`src/rtl/serial_match_sched.sv`:
```
// serial_match_sched: one bit-serial "011" Mealy detector shared by four
// channels. A round-robin scheduler grants one 8-bit word at a time, restores
// that channel's 2-bit detector context, shifts the word MSB-first through the
// detector, reports count/bitmap with a done pulse and writes the context back.
module serial_match_sched #(
   parameter int WORD_W = 8,
   parameter int N_CH   = 4,
   parameter int CNT_W  = $clog2(WORD_W + 1)
) (
   input  logic                   clk,
   input  logic                   rst,
   input  logic [N_CH-1:0]        req,
   input  logic [N_CH*WORD_W-1:0] word_in,
   input  logic [N_CH-1:0]        clr_ctx,
   output logic [N_CH-1:0]        gnt,
   output logic                   busy,
   output logic                   done,
   output logic [1:0]             done_ch,
   output logic [CNT_W-1:0]       match_cnt,
   output logic [WORD_W-1:0]      match_map
);

   localparam int STEP_W = $clog2(WORD_W);
   localparam logic [STEP_W-1:0] LAST_STEP = STEP_W'(WORD_W - 1);

   // Detector context encodings; 2'b11 is never written and decodes as N.
   localparam logic [1:0] CTX_N  = 2'b00;
   localparam logic [1:0] CTX_Z  = 2'b01;
   localparam logic [1:0] CTX_ZO = 2'b10;

   typedef enum logic [1:0] {IDLE, SHIFT, WB} state_t;

   state_t              state, state_nxt;
   logic [1:0]          rr_ptr;
   logic [1:0]          act_ch;
   logic [1:0]          wctx;
   logic [WORD_W-1:0]   shreg;
   logic [STEP_W-1:0]   step;
   logic [CNT_W-1:0]    cnt;
   logic [WORD_W-1:0]   map;
   logic                clr_seen;
   logic [1:0]          ctx [N_CH];

   logic [WORD_W-1:0]   words [N_CH];
   logic [1:0]          sel;
   logic                sel_vld;
   logic                det_match;
   logic [1:0]          det_nxt;
   logic [CNT_W-1:0]    cnt_nxt;
   logic [WORD_W-1:0]   map_nxt;
   logic [STEP_W-1:0]   bit_idx;

   assign busy = (state != IDLE);

   // Unpack the flat word bus into one word per channel.
   always_comb begin
      for (int i = 0; i < N_CH; i++) begin
         words[i] = word_in[i*WORD_W +: WORD_W];
      end
   end

   // Round-robin pick: first requester at or after rr_ptr, wrapping 3 -> 0.
   always_comb begin
      // NOTE: every always_comb output gets a default first so no path leaves it unassigned (no latch).
      sel     = '0;
      sel_vld = 1'b0;
      for (int k = N_CH - 1; k >= 0; k--) begin
         if (req[rr_ptr + 2'(k)]) begin
            sel     = rr_ptr + 2'(k);
            sel_vld = 1'b1;
         end
      end
   end

   // One detector step on the current MSB plus the resulting count/bitmap.
   always_comb begin
      det_match = 1'b0;
      det_nxt   = CTX_N;
      case (wctx)
         CTX_Z:   det_nxt = shreg[WORD_W-1] ? CTX_ZO : CTX_Z;
         CTX_ZO: begin
            det_nxt   = shreg[WORD_W-1] ? CTX_N : CTX_Z;
            det_match = shreg[WORD_W-1];
         end
         default: det_nxt = shreg[WORD_W-1] ? CTX_N : CTX_Z;
      endcase
      bit_idx          = LAST_STEP - step;
      cnt_nxt          = cnt + CNT_W'(det_match);
      map_nxt          = map;
      map_nxt[bit_idx] = map[bit_idx] | det_match;
   end

   // Controller next-state logic.
   always_comb begin
      state_nxt = state;
      case (state)
         IDLE:    if (sel_vld) state_nxt = SHIFT;
         SHIFT:   if (step == LAST_STEP) state_nxt = WB;
         WB:      state_nxt = IDLE;
         default: state_nxt = IDLE;
      endcase
   end

   // Controller state register.
   always_ff @(posedge clk) begin
      // NOTE: sequential state uses non-blocking assignments so every register samples pre-edge values.
      if (rst) state <= IDLE;
      else     state <= state_nxt;
   end

   // Datapath: grant/load, serial shift, result capture, context write-back.
   always_ff @(posedge clk) begin
      if (rst) begin
         gnt       <= '0;
         done      <= 1'b0;
         done_ch   <= '0;
         match_cnt <= '0;
         match_map <= '0;
         rr_ptr    <= '0;
         act_ch    <= '0;
         wctx      <= CTX_N;
         shreg     <= '0;
         step      <= '0;
         cnt       <= '0;
         map       <= '0;
         clr_seen  <= 1'b0;
         // NOTE: the context store is reset explicitly because every channel must restart from N.
         for (int i = 0; i < N_CH; i++) ctx[i] <= CTX_N;
      end else begin
         gnt  <= '0;
         done <= 1'b0;
         for (int i = 0; i < N_CH; i++) begin
            if (clr_ctx[i]) ctx[i] <= CTX_N;
         end
         case (state)
            IDLE: begin
               if (sel_vld) begin
                  gnt      <= N_CH'(1) << sel;
                  shreg    <= words[sel];
                  wctx     <= clr_ctx[sel] ? CTX_N : ctx[sel];
                  cnt      <= '0;
                  map      <= '0;
                  step     <= '0;
                  act_ch   <= sel;
                  clr_seen <= 1'b0;
               end
            end
            SHIFT: begin
               shreg <= shreg << 1;
               wctx  <= det_nxt;
               cnt   <= cnt_nxt;
               map   <= map_nxt;
               step  <= step + 1'b1;
               if (clr_ctx[act_ch]) clr_seen <= 1'b1;
               if (step == LAST_STEP) begin
                  done      <= 1'b1;
                  done_ch   <= act_ch;
                  match_cnt <= cnt_nxt;
                  match_map <= map_nxt;
               end
            end
            WB: begin
               ctx[act_ch] <= (clr_seen || clr_ctx[act_ch]) ? CTX_N : wctx;
               rr_ptr      <= act_ch + 2'd1;
            end
            default: ;
         endcase
      end
   end

endmodule

```
`config.mk`:
```
export PLATFORM = sky130hd
export DESIGN_NAME = serial_match_sched
export DESIGN_NICKNAME = d
export VERILOG_FILES = /design/src/rtl/serial_match_sched.sv
export SDC_FILE = /design/constraint.sdc
export NUM_CORES = 1
export LEC_CHECK = 0
export ABC_AREA = 1
export CORE_MARGIN = 2
export CORE_UTILIZATION = 25
export CTS_CLUSTER_SIZE = 14
export DETAILED_ROUTE_END_ITERATION = 7
export GPL_ROUTABILITY_DRIVEN = 0
export GPL_TIMING_DRIVEN = 0
export PLACE_DENSITY = 0.5
export SETUP_SLACK_MARGIN = 0.4
export SLEW_MARGIN = 20
export SYNTH_ARGS = -nofsm -noshare
export SYNTH_HDL_FRONTEND = slang
export SYNTH_SLANG_ARGS = --single-unit
```
`constraint.sdc`:
```
create_clock -name clk -period 3.65 [get_ports clk]
set_input_delay 0.5475 -clock clk [delete_from_list [all_inputs] [get_ports clk]]
set_output_delay 0.5475 -clock clk [all_outputs]
set_load 0.005 [all_outputs]
```
## After elaboration in Yosys (flattened, before gate mapping)

Memories as Yosys holds them, arrays and structs flattened.
Cells that the tools add are included.

- Flip-flop bits (word level): 51
- Memory bits (writable): 8
- Bits of input ports: 42
- Word-level logic and storage cells: 133
- Memories kept: 1

Memory list:

| memory | words | width | rd ports | clocked after memory_dff | write ports | RTL line | source |
|---|---|---|---|---|---|---|---|
| ctx | 4 | 2 | 1 | 0 | 5 | 42 | `logic [1:0] ctx [N_CH];` |

- Add/sub/neg operators: 7
- $lt $le $gt $ge: 9
- Equality and inequality tests: 8
- Shift-type cells: 1
- Muxes and demuxes: 72
- Bitwise operators: 9
- Reductions and logical operators: 12

Operator list:

| cell | count |
|---|---|
| 1-bit two-way mux | 34 |
| 8-bit two-way mux | 4 |
| 8-bit case mux with 2 select lines | 2 |
| 2-bit two-way mux | 15 |
| 2-bit by 3-bit < comparator with 1-bit output (second input constant) | 6 |
| 8-bit binary-select mux with 2-bit select | 1 |
| 1-bit binary-select mux with 2-bit select | 6 |
| 8-bit bitwise mux | 1 |
| 2-bit case mux with 2 select lines | 2 |
| 4-bit case mux with 2 select lines | 1 |
| 2-bit AND reduction | 4 |
| 2-bit != test (second input constant) | 3 |
| 3-bit case mux with 2 select lines | 1 |
| 1-bit OR | 5 |
| 2-bit by 1-bit adder with 2-bit output (second input constant) | 2 |
| 2-bit adder (second input constant) | 2 |
| 4-bit by 1-bit adder with 4-bit output | 1 |
| 2-bit by 1-bit == test with 1-bit output (second input constant) | 2 |
| 2-bit == test (second input constant) | 2 |
| 3-bit by 4-bit < comparator with 1-bit output (second input constant) | 1 |
| 4-bit two-way mux | 1 |
| 2-bit nonzero test | 2 |
| 1-bit by 2-bit left shift with 4-bit output (first input constant) | 1 |
| 3-bit by 1-bit adder with 3-bit output (second input constant) | 1 |
| other kinds (16) | 18 |

## Depth between registers and ports, before layout

Gate-level depths: netlist (run 1).

- Depth after elaboration: 13
- Gate-level depth with buffers: 16

## Worst setup path after synthesis (run 1)

Ideal clock, no wire load.

- Path kind: input port to flip-flop
- Start point: input port req[3]
- End point: register wctx[0]
- Setup time: 0.129 ns
- Data arrival time: 1.666 ns
- Required time: 3.521 ns
- Setup slack: 1.855 ns
- Cell stages on the path: 12
- Path buffers: 0
- Cell sequence: inv_1 nand2_1 nand3_1 nand2_1 nor2_2 nand3b_1 nand2_2 clkinv_1 nand2_1 nor2_1 nor2_1 nor2_1

- Cells in the longest elaborated chain, start to end: 11
- Elaborated cells on any way between the ends: 24
- Classes of those cells: 1 x eq/ne; 21 x mux; 1 x reduce/logical; 1 x memory

RTL lines:

| element | RTL line | source |
|---|---|---|
| start, declared | 12 | `input logic [N_CH-1:0] req,` |
| 1-bit binary-select mux with 2-bit select | 68 | `if (req[rr_ptr + 2'(k)]) begin` |
| 1-bit two-way mux (not written as such) | 68 |  |
| 2-bit two-way mux (4 in a row) | 68 |  |
| 1-bit binary-select mux with 2-bit select | 140 | `wctx <= clr_ctx[sel] ? CTX_N : ctx[sel];` |
| 1-bit two-way mux (not written as such) | 140 |  |
| 2-bit two-way mux | 140 |  |
| 2-bit two-way mux | 137 | `if (sel_vld) begin` |
| 2-bit case mux with 2 select lines | 135 | `case (state)` |
| end signal, assigned | 140 |  |
| end signal, assigned | 150 | `wctx <= det_nxt;` |
| end, declared | 36 | `logic [1:0] wctx;` |

Parallel ways exist; a longest one is shown, timed or not. The select of a mux whose other input is x is not followed.
A chain may end at the register's enable or synchronous reset.

## Final worst setup path (run 1)

- Start point: input port req[1]
- End point: register shreg[0]

- Cells in the longest elaborated chain, start to end: 12
- Elaborated cells on any way between the ends: 24
- Classes of those cells: 1 x eq/ne; 21 x mux; 1 x bitwise; 1 x reduce/logical

RTL lines:

| element | RTL line | source |
|---|---|---|
| 1-bit binary-select mux with 2-bit select | 68 |  |
| 1-bit two-way mux (not written as such) | 68 |  |
| 2-bit two-way mux (4 in a row) | 68 |  |
| 2-bit NOT with 3-bit output (not written as such) | 139 | `shreg <= words[sel];` |
| 8-bit binary-select mux with 2-bit select | 139 |  |
| 8-bit two-way mux (not written as such) (2 in a row) | 139 |  |
| 8-bit two-way mux | 137 |  |
| 8-bit case mux with 2 select lines | 135 |  |
| end signal, assigned | 139 |  |
| end signal, assigned | 149 | `shreg <= shreg << 1;` |
| end, declared | 37 | `logic [WORD_W-1:0] shreg;` |

Parallel ways exist; a longest one is shown, timed or not. The select of a mux whose other input is x is not followed.

==> run summary, run 1 <==
synthesized area = 3119 µm²
fin crit share = 62.12%
Crit path required time = 3.83 ns
CTS Buf Count = 9
IO Port Bufs = 61
routed vias/inst = 4.492
largest net degree at the start of global routing = 11
clock tree from TritonCTS = built
outcome = complete, no violations
clk_lat worst skew = 0.32 ns
top post-synthesis cells by count = nand2_1, nand3_1, inv_1
initial antenna violation count = 0
area of placed instances = 3940 µm²
first-pass GRT wire length = 14170 µm
post-synth top area cell = dfxtp_1
Die Wd = 115.7 µm
WS Path Type = input pin to flip-flop
crit path DAT = 2.45 ns
boundary pin count = 62
antenna-violating nets left = 0
ys flop type = dfxtp_1
setup_tns = 0 ns
Pleak = 1.696 nW
Synth Warn # = 0
worst hold slack = 0.4727 ns
Nets = 561
Distinct cells, synth = 36
peak supply drop = 0.1732 mV
flop and latch count out of synthesis = 59
number of synthesized flops with an enable pin = 8
Layout fillers = 1338
Final Critical Period = 2.267 ns
postcts setup bufs = 0
Setup Viol. Count Final = 0
Clk pin slew, worst setup/hold paths = 0.05 ns
Initial Util = 25.75%
Detailed Route WL = 8689 µm
sequential share of the synthesized area = 40.43%
Mapped Nets = 489
relative slew slack = 62.20%
P&R area growth vs syn = 35.50%
layout cells sized above 1 = 7.379%
cts repair resizes = 0
Fin. Hold Viols = 0
number of diodes = 0
htree depth = 3
most common cell in the netlist = nand2_1
hold path start = shreg[0]$_SDFFE_PP0P_
GR peak layer = met2
clock sink count = 59
Final Slew Violations = 0
CP startpoint kind = input pin
Critical Path Source = req[1]
detailed-router iteration count before antenna repair = 6
Die ar. = 13390 µm²
worst slew pin tran = 0.5670 ns
Die Y = 115.7 µm
M2 GR Usage = 22.26%
GRT overflow = 0
crit end category = flip-flop
min-delay worst type = flip-flop to flip-flop
routed via count = 3068
syn_area_per_cell = 7.105 µm²
WL/cell = 12.72 µm
DPL Wire Length = 6643 µm
CTS Buffer Depth = 2
routing usage on met3 = 3.504%
RSZ-0062 raised after global routing = no
Reg-to-Reg Start = state[1]$_SDFFE_PP0P_
gr usage total = 13.56%
Max Cap Violations = 0
core area = 12110 µm²
Post-synth ARST share = 0%
GR Util met1 = 17.80%
CP max FO = 10
site row count = 40
Max Fclk = 441.0 MHz
root buffer cell = clkbuf_16
vias in the first global route = 2948
top area cells in the synthesized netlist = dfxtp_1, nand2_1, nand3_1
pwr dens = 431.3 nW/µm²
# DRC = 0
DRT iter0 DRCs = 136
top-area cell type share of the netlist area = 32.73%
hold-fix buffer count after cts = 0
Worst Skew = 0.005359 ns
post-route cell area = 4227 µm²
cells after synthesis = 439
cells by family (layout without fill, tap and decap cells):
kind of cell | after synthesis | count (layout) | share of synthesized area (%)
buffers and inverters | 76 | 152 | 10.39
AOI/OAI and AO/OA | 85 | 85 | 14.80
xor gates and xnor gates | 3 | 3 | 0.8425
and+or+nand+nor | 208 | 208 | 30.32
DFF | 59 | 59 | 40.43
adders and majority gates | 8 | 8 | 3.209
worst max-delay path, stage by stage:
cell,delay [ns]
clkdlybuf4s50_1,0.40
inv_1,0.10
nand2_1,0.07
nand3_1,0.13
nand3_1,0.12
nor2_2,0.13
nand3b_1,0.12
nand2_2,0.18
clkinv_1,0.32
nand3_1,0.26
a21oi_1,0.08
final timing paths:
kind                          endpoint  slack (ns)  cells after the start
min reg2reg      shreg[0]$_SDFFE_PP0P_        0.47                      2
max reg2reg  match_map[0]$_SDFFE_PP0P_        1.57                      8
min              shreg[0]$_SDFFE_PP0P_        0.47                      2
max              shreg[0]$_SDFFE_PP0P_        1.38                     11
stage by stage:
stage | std cells | total power, mW | util (%) | worst slack (ns)
floorplan | 439 | 0.9043 | - | 1.855
global placement | 668 | 1.020 | 32.53 | 1.061
detailed placement | 668 | 1.022 | 32.53 | 1.029
CTS | 683 | 1.844 | 34.90 | 1.367
global route | 683 | 1.913 | 34.90 | 1.126
finish | 683 | 1.823 | 34.90 | 1.383
state kept, by name, indices dropped and copies added (netlist names), 3 cells and up:
register / cells
cnt: 4
ctx: 8
gnt: 4
map: 8
match_cnt: 4
match_map: 8
shreg: 8
step: 3
placed cells by master, fill, tap and decap left out, types with 3 or more instances in the layout:
cell type        count
nand2_1             95
clkdlybuf4s50_1     61
nand3_1             57
inv_1               54
dfxtp_1             51
a21oi_1             34
nor2_1              32
o21ai_0             32
o22ai_1             11
clkbuf_1            10
clkbuf_16            9
ha_1                 8
edfxtp_1             8
nor3_1               7
buf_6                3
inv_2                3
nand3b_1             3
buf_4                3
and2_1               3
cell type report:
| type | instances | area (µm²) | area share, % |
|---|---|---|---|
| clock buffer | 12 | 246.5 | 5.832 |
| sequential | 59 | 1261 | 29.84 |
| buffer | 16 | 96.34 | 2.279 |
| clock inverter | 3 | 40.04 | 0.9473 |
| timing repair buffer | 61 | 610.6 | 14.45 |
| multi-input combinational | 304 | 1534 | 36.29 |
| inverter | 60 | 227.7 | 5.388 |
| tap | 168 | 210.2 | 4.973 |
power by group:
part | switching [mW] | internal (mW)
registers | 0.0177 | 0.690
logic | 0.177 | 0.123
clock network | 0.276 | 0.540
per-layer routing:
metal	part of all wire (%)	vias up
li1	-	1583
met1	47	1415
met2	47	60
met3	4.9	10
met4	1.2	0
met5	0	-
(Power assumes the default switching activity.)
==> inputs of run 2 (changes only) <==
Clock period 3.65 ns to 2.2 ns, I/O delays scaled along.
==> run 2 against run 1 <==
Total power up 81%; wire length up 15%; critical path depth up 1; setup slack worse by 1.0 ns; die area unchanged; final area up 20%; largest cell class unchanged.
==> run summary, run 2 (synthesis gave the netlist of run 1 again) <==
Pleak = 2.078 nW
largest net degree at the start of global routing = 11
pwr dens = 648.5 nW/µm²
peak supply drop = 0.2904 mV
Crit path required time = 2.46 ns
layout cells sized above 1 = 28.60%
Initial Util = 25.75%
detailed-router iteration count before antenna repair = 7
Worst Skew = 0.007800 ns
Clk pin slew, worst setup/hold paths = 0.05 ns
Final Critical Period = 1.826 ns
Die Wd = 115.7 µm
CTS Buffer Depth = 2
hold path start = cnt[0]$_SDFFE_PP0P_
DRT iter0 DRCs = 129
Worst Reg-to-Reg Cells = 12
P&R area growth vs syn = 62.86%
WL/cell = 14.07 µm
DPL Wire Length = 6643 µm
CTS Buf Count = 9
root buffer cell = clkbuf_16
RSZ-0062 raised after global routing = yes
stages on the worst setup path = 12
clock tree from TritonCTS = built
r2r endpoint = shreg[3]$_SDFFE_PP0P_
crit end category = flip-flop
CP Capture Point = shreg[3]$_SDFFE_PP0P_
# DRC = 0
Crit-path slowest cell = dfxtp_4
routed via count = 3265
Critical Path Source = rr_ptr[0]$_SDFFE_PP0N_
boundary pin count = 62
Fin. Hold Viols = 0
clk_lat worst skew = 0.33 ns
crit path DAT = 2.09 ns
core area = 12110 µm²
Setup Viol. Count Final = 0
CP max FO = 6
worst slew pin tran = 0.6983 ns
fin crit share = 82.98%
vias in the first global route = 3101
most common cell after layout, fill and taps aside = nand2_1
R2R setup slack = 0.37 ns
routed vias/inst = 4.599
relative slew slack = 53.45%
clock sink count = 59
Pwr Total = 3.294 mW
outcome = complete, no violations
CP startpoint kind = flip-flop
min-delay worst type = flip-flop to flip-flop
site row count = 40
Layout fillers = 1250
first-pass GRT wire length = 14900 µm
Detailed Route WL = 9990 µm
Nets = 588
gr usage total = 14.20%
number of diodes = 0
Reg-to-Reg Start = rr_ptr[0]$_SDFFE_PP0N_
initial antenna violation count = 0
WP buf/inv = 3
crit-path cells = buf_8 -> xnor2_4 -> nand2_1 -> nand3_2 -> nor2_4 -> nand3b_1 -> nand2_4 -> nand2_8 -> clkbuf_16 -> o22ai_2 -> inv_1 -> a21oi_2
Die Y = 115.7 µm
Max Fclk = 547.8 MHz
Die ar. = 13390 µm²
CP max stage delay = 0.36 ns
worst hold slack = 0.4864 ns
htree depth = 3
IO Port Bufs = 61
GRT overflow = 0
WS Path Type = flip-flop to flip-flop
Final Slew Violations = 0
Max Cap Violations = 0
Largest delay share family, worst path = simple AND/OR/NAND/NOR gates
commonest non-fill, non-tap cells in the layout = nand2_1, clkdlybuf4s50_1, inv_1, dfxtp_1, nand3_1
antenna-violating nets left = 0
==> run 2: cell count changes in the layout (fill, tap and decap cells not counted), moves of 7 or more <==
cell	before	now
nand2_2	2	14
nand2_4	2	9
a21oi_1	34	27
nand3_2	1	19
o22ai_2	0	7
nand2_1	95	75
o22ai_1	11	4
inv_1	54	46
nand3_1	57	35
buf_4	3	16
o21ai_0	32	23
==> run 2: power by group <==
group / switching (mW) / internal (mW)
logic: 0.410 / 0.337
clock network: 0.473 / 0.896
registers: 0.0345 / 1.14
total: 0.918 / 2.38
==> run 2: worst min-delay path, delay by kind of cell, from the launching register on <==
| kind | cells | cell delay [ns] |
|---|---|---|
| flops | 1 | 0.31 |
| simple gates | 1 | 0.08 |
| compound gates | 1 | 0.05 |
==> run 2: final cells by class <==
type | instances | area [µm²] | area share (%)
Multi-Input combinational cell | 305 | 1997 | 39.31
Sequential cell | 59 | 1277 | 25.15
Timing Repair Buffer | 86 | 892.1 | 17.56
Inverter | 60 | 260.3 | 5.123
Clock buffer | 12 | 246.5 | 4.852
Tap cell | 168 | 210.2 | 4.138
Buffer | 16 | 147.6 | 2.906
Clock inverter | 3 | 40.04 | 0.7882
Timing Repair inverter | 1 | 8.758 | 0.1724
==> run 2: worst min-delay path by stage <==
stage / slack (ns) / cells after the start / endpoint
after floorplan: 0.44 / 2 / shreg[0]$_SDFFE_PP0P_
after global placement: 0.46 / 2 / shreg[0]$_SDFFE_PP0P_
after detailed placement: 0.46 / 2 / shreg[0]$_SDFFE_PP0P_
after CTS: 0.47 / 2 / shreg[0]$_SDFFE_PP0P_
after global routing: 0.52 / 2 / cnt[0]$_SDFFE_PP0P_
final: 0.49 / 2 / cnt[0]$_SDFFE_PP0P_
==> run 2: layer usage <==
| metal | GRT usage (%) | part of all wire, % |
|---|---|---|
| met1 | 17.97 | 45 |
| met2 | 24.33 | 50 |
| met3 | 3.504 | 3.2 |
| met4 | 3.571 | 1.4 |
| met5 | 0 | 0 |
==> run 2: through the flow <==
stage	TNS, ns	cells	util, %	cell area [µm²]	setup slack [ns]
2_1_floorplan	0	439	-	3119	0.5451
3_3_place_gp	-2.427	668	32.53	3940	-0.1718
3_5_place_dp	-2.924	668	32.53	3940	-0.2032
4_1_cts	0	692	36.56	4428	0.3853
5_1_grt	0	710	41.94	5080	0.2903
6_report	0	710	41.94	5080	0.3745
==> run 2: what timing repair did <==
| item | in CTS | in global routing |
|---|---|---|
| hold buffers | 0 | 0 |
| endpoints found under the setup margin | 47 | 44 |
| hold endpoints to repair | 0 | 0 |
| gates resized for setup | 48 | 114 |
| pin swaps | 11 | 31 |
| gates cloned | 1 | 5 |
| buffers inserted | 8 | 13 |
==> inputs of run 3 (changes only) <==
Settings changed: PLACE_DENSITY 0.5 to 0.51.
Clock period 2.2 ns to 1.65 ns, I/O delays scaled along.
==> run 3 against run 2 <==
The run now ends with negative setup slack left; via count rose by 2.7%; die area unchanged; utilization increased by 5.2 points; cell count grew 3.2%; non-clock buffer count grew 23; critical path type unchanged; highest routed layer unchanged.
==> run summary, run 3 (synthesis gave the netlist of run 1 again) <==
outcome = complete, but fails checks
failing checks = negative setup slack
routing usage on met3 = 4.393%
Max Fclk = 537.3 MHz
sequential cell area = 1297 µm²
layout cells sized above 1 = 43.89%
Reg-to-Reg Start = rr_ptr[0]$_SDFFE_PP0N_
root buffer cell = clkbuf_16
DP Worst Slack = -0.7042 ns
crit end category = flip-flop
peak supply drop = 0.7817 mV
boundary pin count = 62
crit path DAT = 2.05 ns
vias in the first global route = 3251
RSZ-0062 raised after global routing = yes
commonest non-fill, non-tap cells in the layout = nand2_1, inv_1, dfxtp_1, clkdlybuf4s50_1, buf_4
PnR worst setup slack = -0.2112 ns
r2r endpoint = shreg[7]$_SDFFE_PP0P_
routed via count = 3352
CTS Buffer Depth = 2
worst hold slack = 0.4293 ns
min-delay worst type = input pin to flip-flop
DPL Wire Length = 6578 µm
pwr dens = 814.3 nW/µm²
antenna-violating nets left = 0
first-pass GRT wire length = 15580 µm
crit-path cells = buf_8 -> xnor2_4 -> nand2_1 -> nand3_2 -> nor2_4 -> nand3b_1 -> nand2_4 -> buf_8 -> clkinv_8 -> buf_12 -> nand3_2 -> a21oi_2
CP max FO = 5
GRT overflow = 0
gr usage total = 14.88%
hold-fix buffer count after cts = 0
Crit path required time = 1.84 ns
GR Util met1 = 18.24%
site row count = 40
DRT iter0 DRCs = 144
Max Cap Violations = 0
clock tree from TritonCTS = built
Final Slew Violations = 0
Initial Util = 25.75%
largest net degree at the start of global routing = 12
core area = 12110 µm²
clock sink count = 59
WP buf/inv = 4
Fin. Hold Viols = 0
WHS Path Cells = 2
worst slew pin tran = 0.6849 ns
fin crit share = 112.8%
Pleak = 2.344 nW
CP max stage delay = 0.37 ns
hold path start = rst
Layout fillers = 1168
WL/cell = 14.32 µm
Worst Skew = 0.004309 ns
detailed-router iteration count before antenna repair = 4
number of diodes = 0
Die Wd = 115.7 µm
Die ar. = 13390 µm²
CTS Buf Count = 9
final core occ = 47.10%
Crit-path slowest cell = dfxtp_4
P&R area growth vs syn = 82.87%
Multi-input gate area = 2350 µm²
IO Port Bufs = 61
most common cell after layout, fill and taps aside = nand2_1
Worst Reg-to-Reg Cells = 12
Clk pin slew, worst setup/hold paths = 0.05 ns
hold endpoint = map[3]$_SDFFE_PP0P_
Largest delay share family, worst path = simple AND/OR/NAND/NOR gates
clk_lat worst skew = 0.33 ns
CP startpoint kind = flip-flop
Nets = 610
GR peak layer = met2
initial antenna violation count = 0
R2R setup slack = -0.21 ns
Die Y = 115.7 µm
# DRC = 0
routed vias/inst = 4.573
relative slew slack = 54.34%
WS Path Type = flip-flop to flip-flop
Final Critical Period = 1.861 ns
Setup Viol. Count Final = 33
htree depth = 3
M2 GR Usage = 25.69%
Detailed Route WL = 10500 µm
stages on the worst setup path = 12
run 3: cell count changes in the layout (fill, tap and decap cells not counted), moves of 10 or more:
cell             previous run  this run
buf_4                      16        28
buf_6                       7        19
clkdlybuf4s50_1            57        38
dlygate4sd2_1               0        19
nand3_1                    35        23
nor2_1                     30        18
o21ai_0                    23        13
run 3: power by group:
part	internal [mW]	switching [mW]
clock	1.15	0.693
sequential	1.53	0.0658
combinational	0.565	0.647
total	3.24	1.41
run 3: repair_timing:
item                       CTS  global route
buffers inserted            22            22
gates resized for setup    121           148
pin swaps                   25            57
gates cloned                 3             2
hold endpoints to repair     0             0
setup endpoints to repair   87            66
run 3: routing by layer:
metal	vias to the layer above	share of wire, %	routed length, µm
met5	-	0	0
met4	0	1.2	122
met3	11	4.0	417
met2	57	51	5369
met1	1590	44	4585
li1	1694	-	-
run 3: final cells by class:
type / instances / area share, %
Timing Repair inverter: 1 / 0.1535
Buffer: 16 / 2.895
Inverter: 60 / 5.308
Tap cell: 168 / 3.685
Timing Repair Buffer: 109 / 18.84
Clock buffer: 11 / 4.628
Sequential cell: 59 / 22.75
Clock inverter: 5 / 0.5484
Multi-Input combinational cell: 304 / 41.19
run 3: worst max path at each step:
stage | slack (ns) | start | to
5_1_grt | -0.29 | rr_ptr[0]$_SDFFE_PP0N_ | shreg[2]$_SDFFE_PP0P_
4_1_cts | -0.14 | rr_ptr[0]$_SDFFE_PP0N_ | wctx[1]$_SDFFE_PP0P_
3_3_place_gp | -0.68 | rst | ctx[3][1]$_SDFFCE_PN0P_
2_1_floorplan | 0.06 | rr_ptr[0]$_SDFFE_PP0N_ | shreg[3]$_SDFFE_PP0P_
3_5_place_dp | -0.70 | rst | ctx[3][1]$_SDFFCE_PN0P_
6_report | -0.21 | rr_ptr[0]$_SDFFE_PP0N_ | shreg[7]$_SDFFE_PP0P_
run 3: per-stage QoR:
step / cells / instance area (µm²) / power [mW] / setup TNS [ns]
floorplan: 439 / 3268 / 2.055 / 0
CTS: 709 / 4868 / 4.369 / -1.519
global route: 733 / 5704 / 4.834 / -7.273
global placement: 668 / 4089 / 2.312 / -21.22
finish: 733 / 5704 / 4.645 / -4.579
detailed placement: 668 / 4089 / 2.321 / -22.00
run 3: worst reg2reg max path, delay by kind of cell (launching register included):
kind / cells / cell delay (ns)
XOR/XNOR: 1 / 0.12
AND/OR/NAND/NOR: 6 / 0.70
buffers and inverters: 4 / 0.47
AO/OA/AOI/OAI: 1 / 0.06
flip-flops: 1 / 0.37
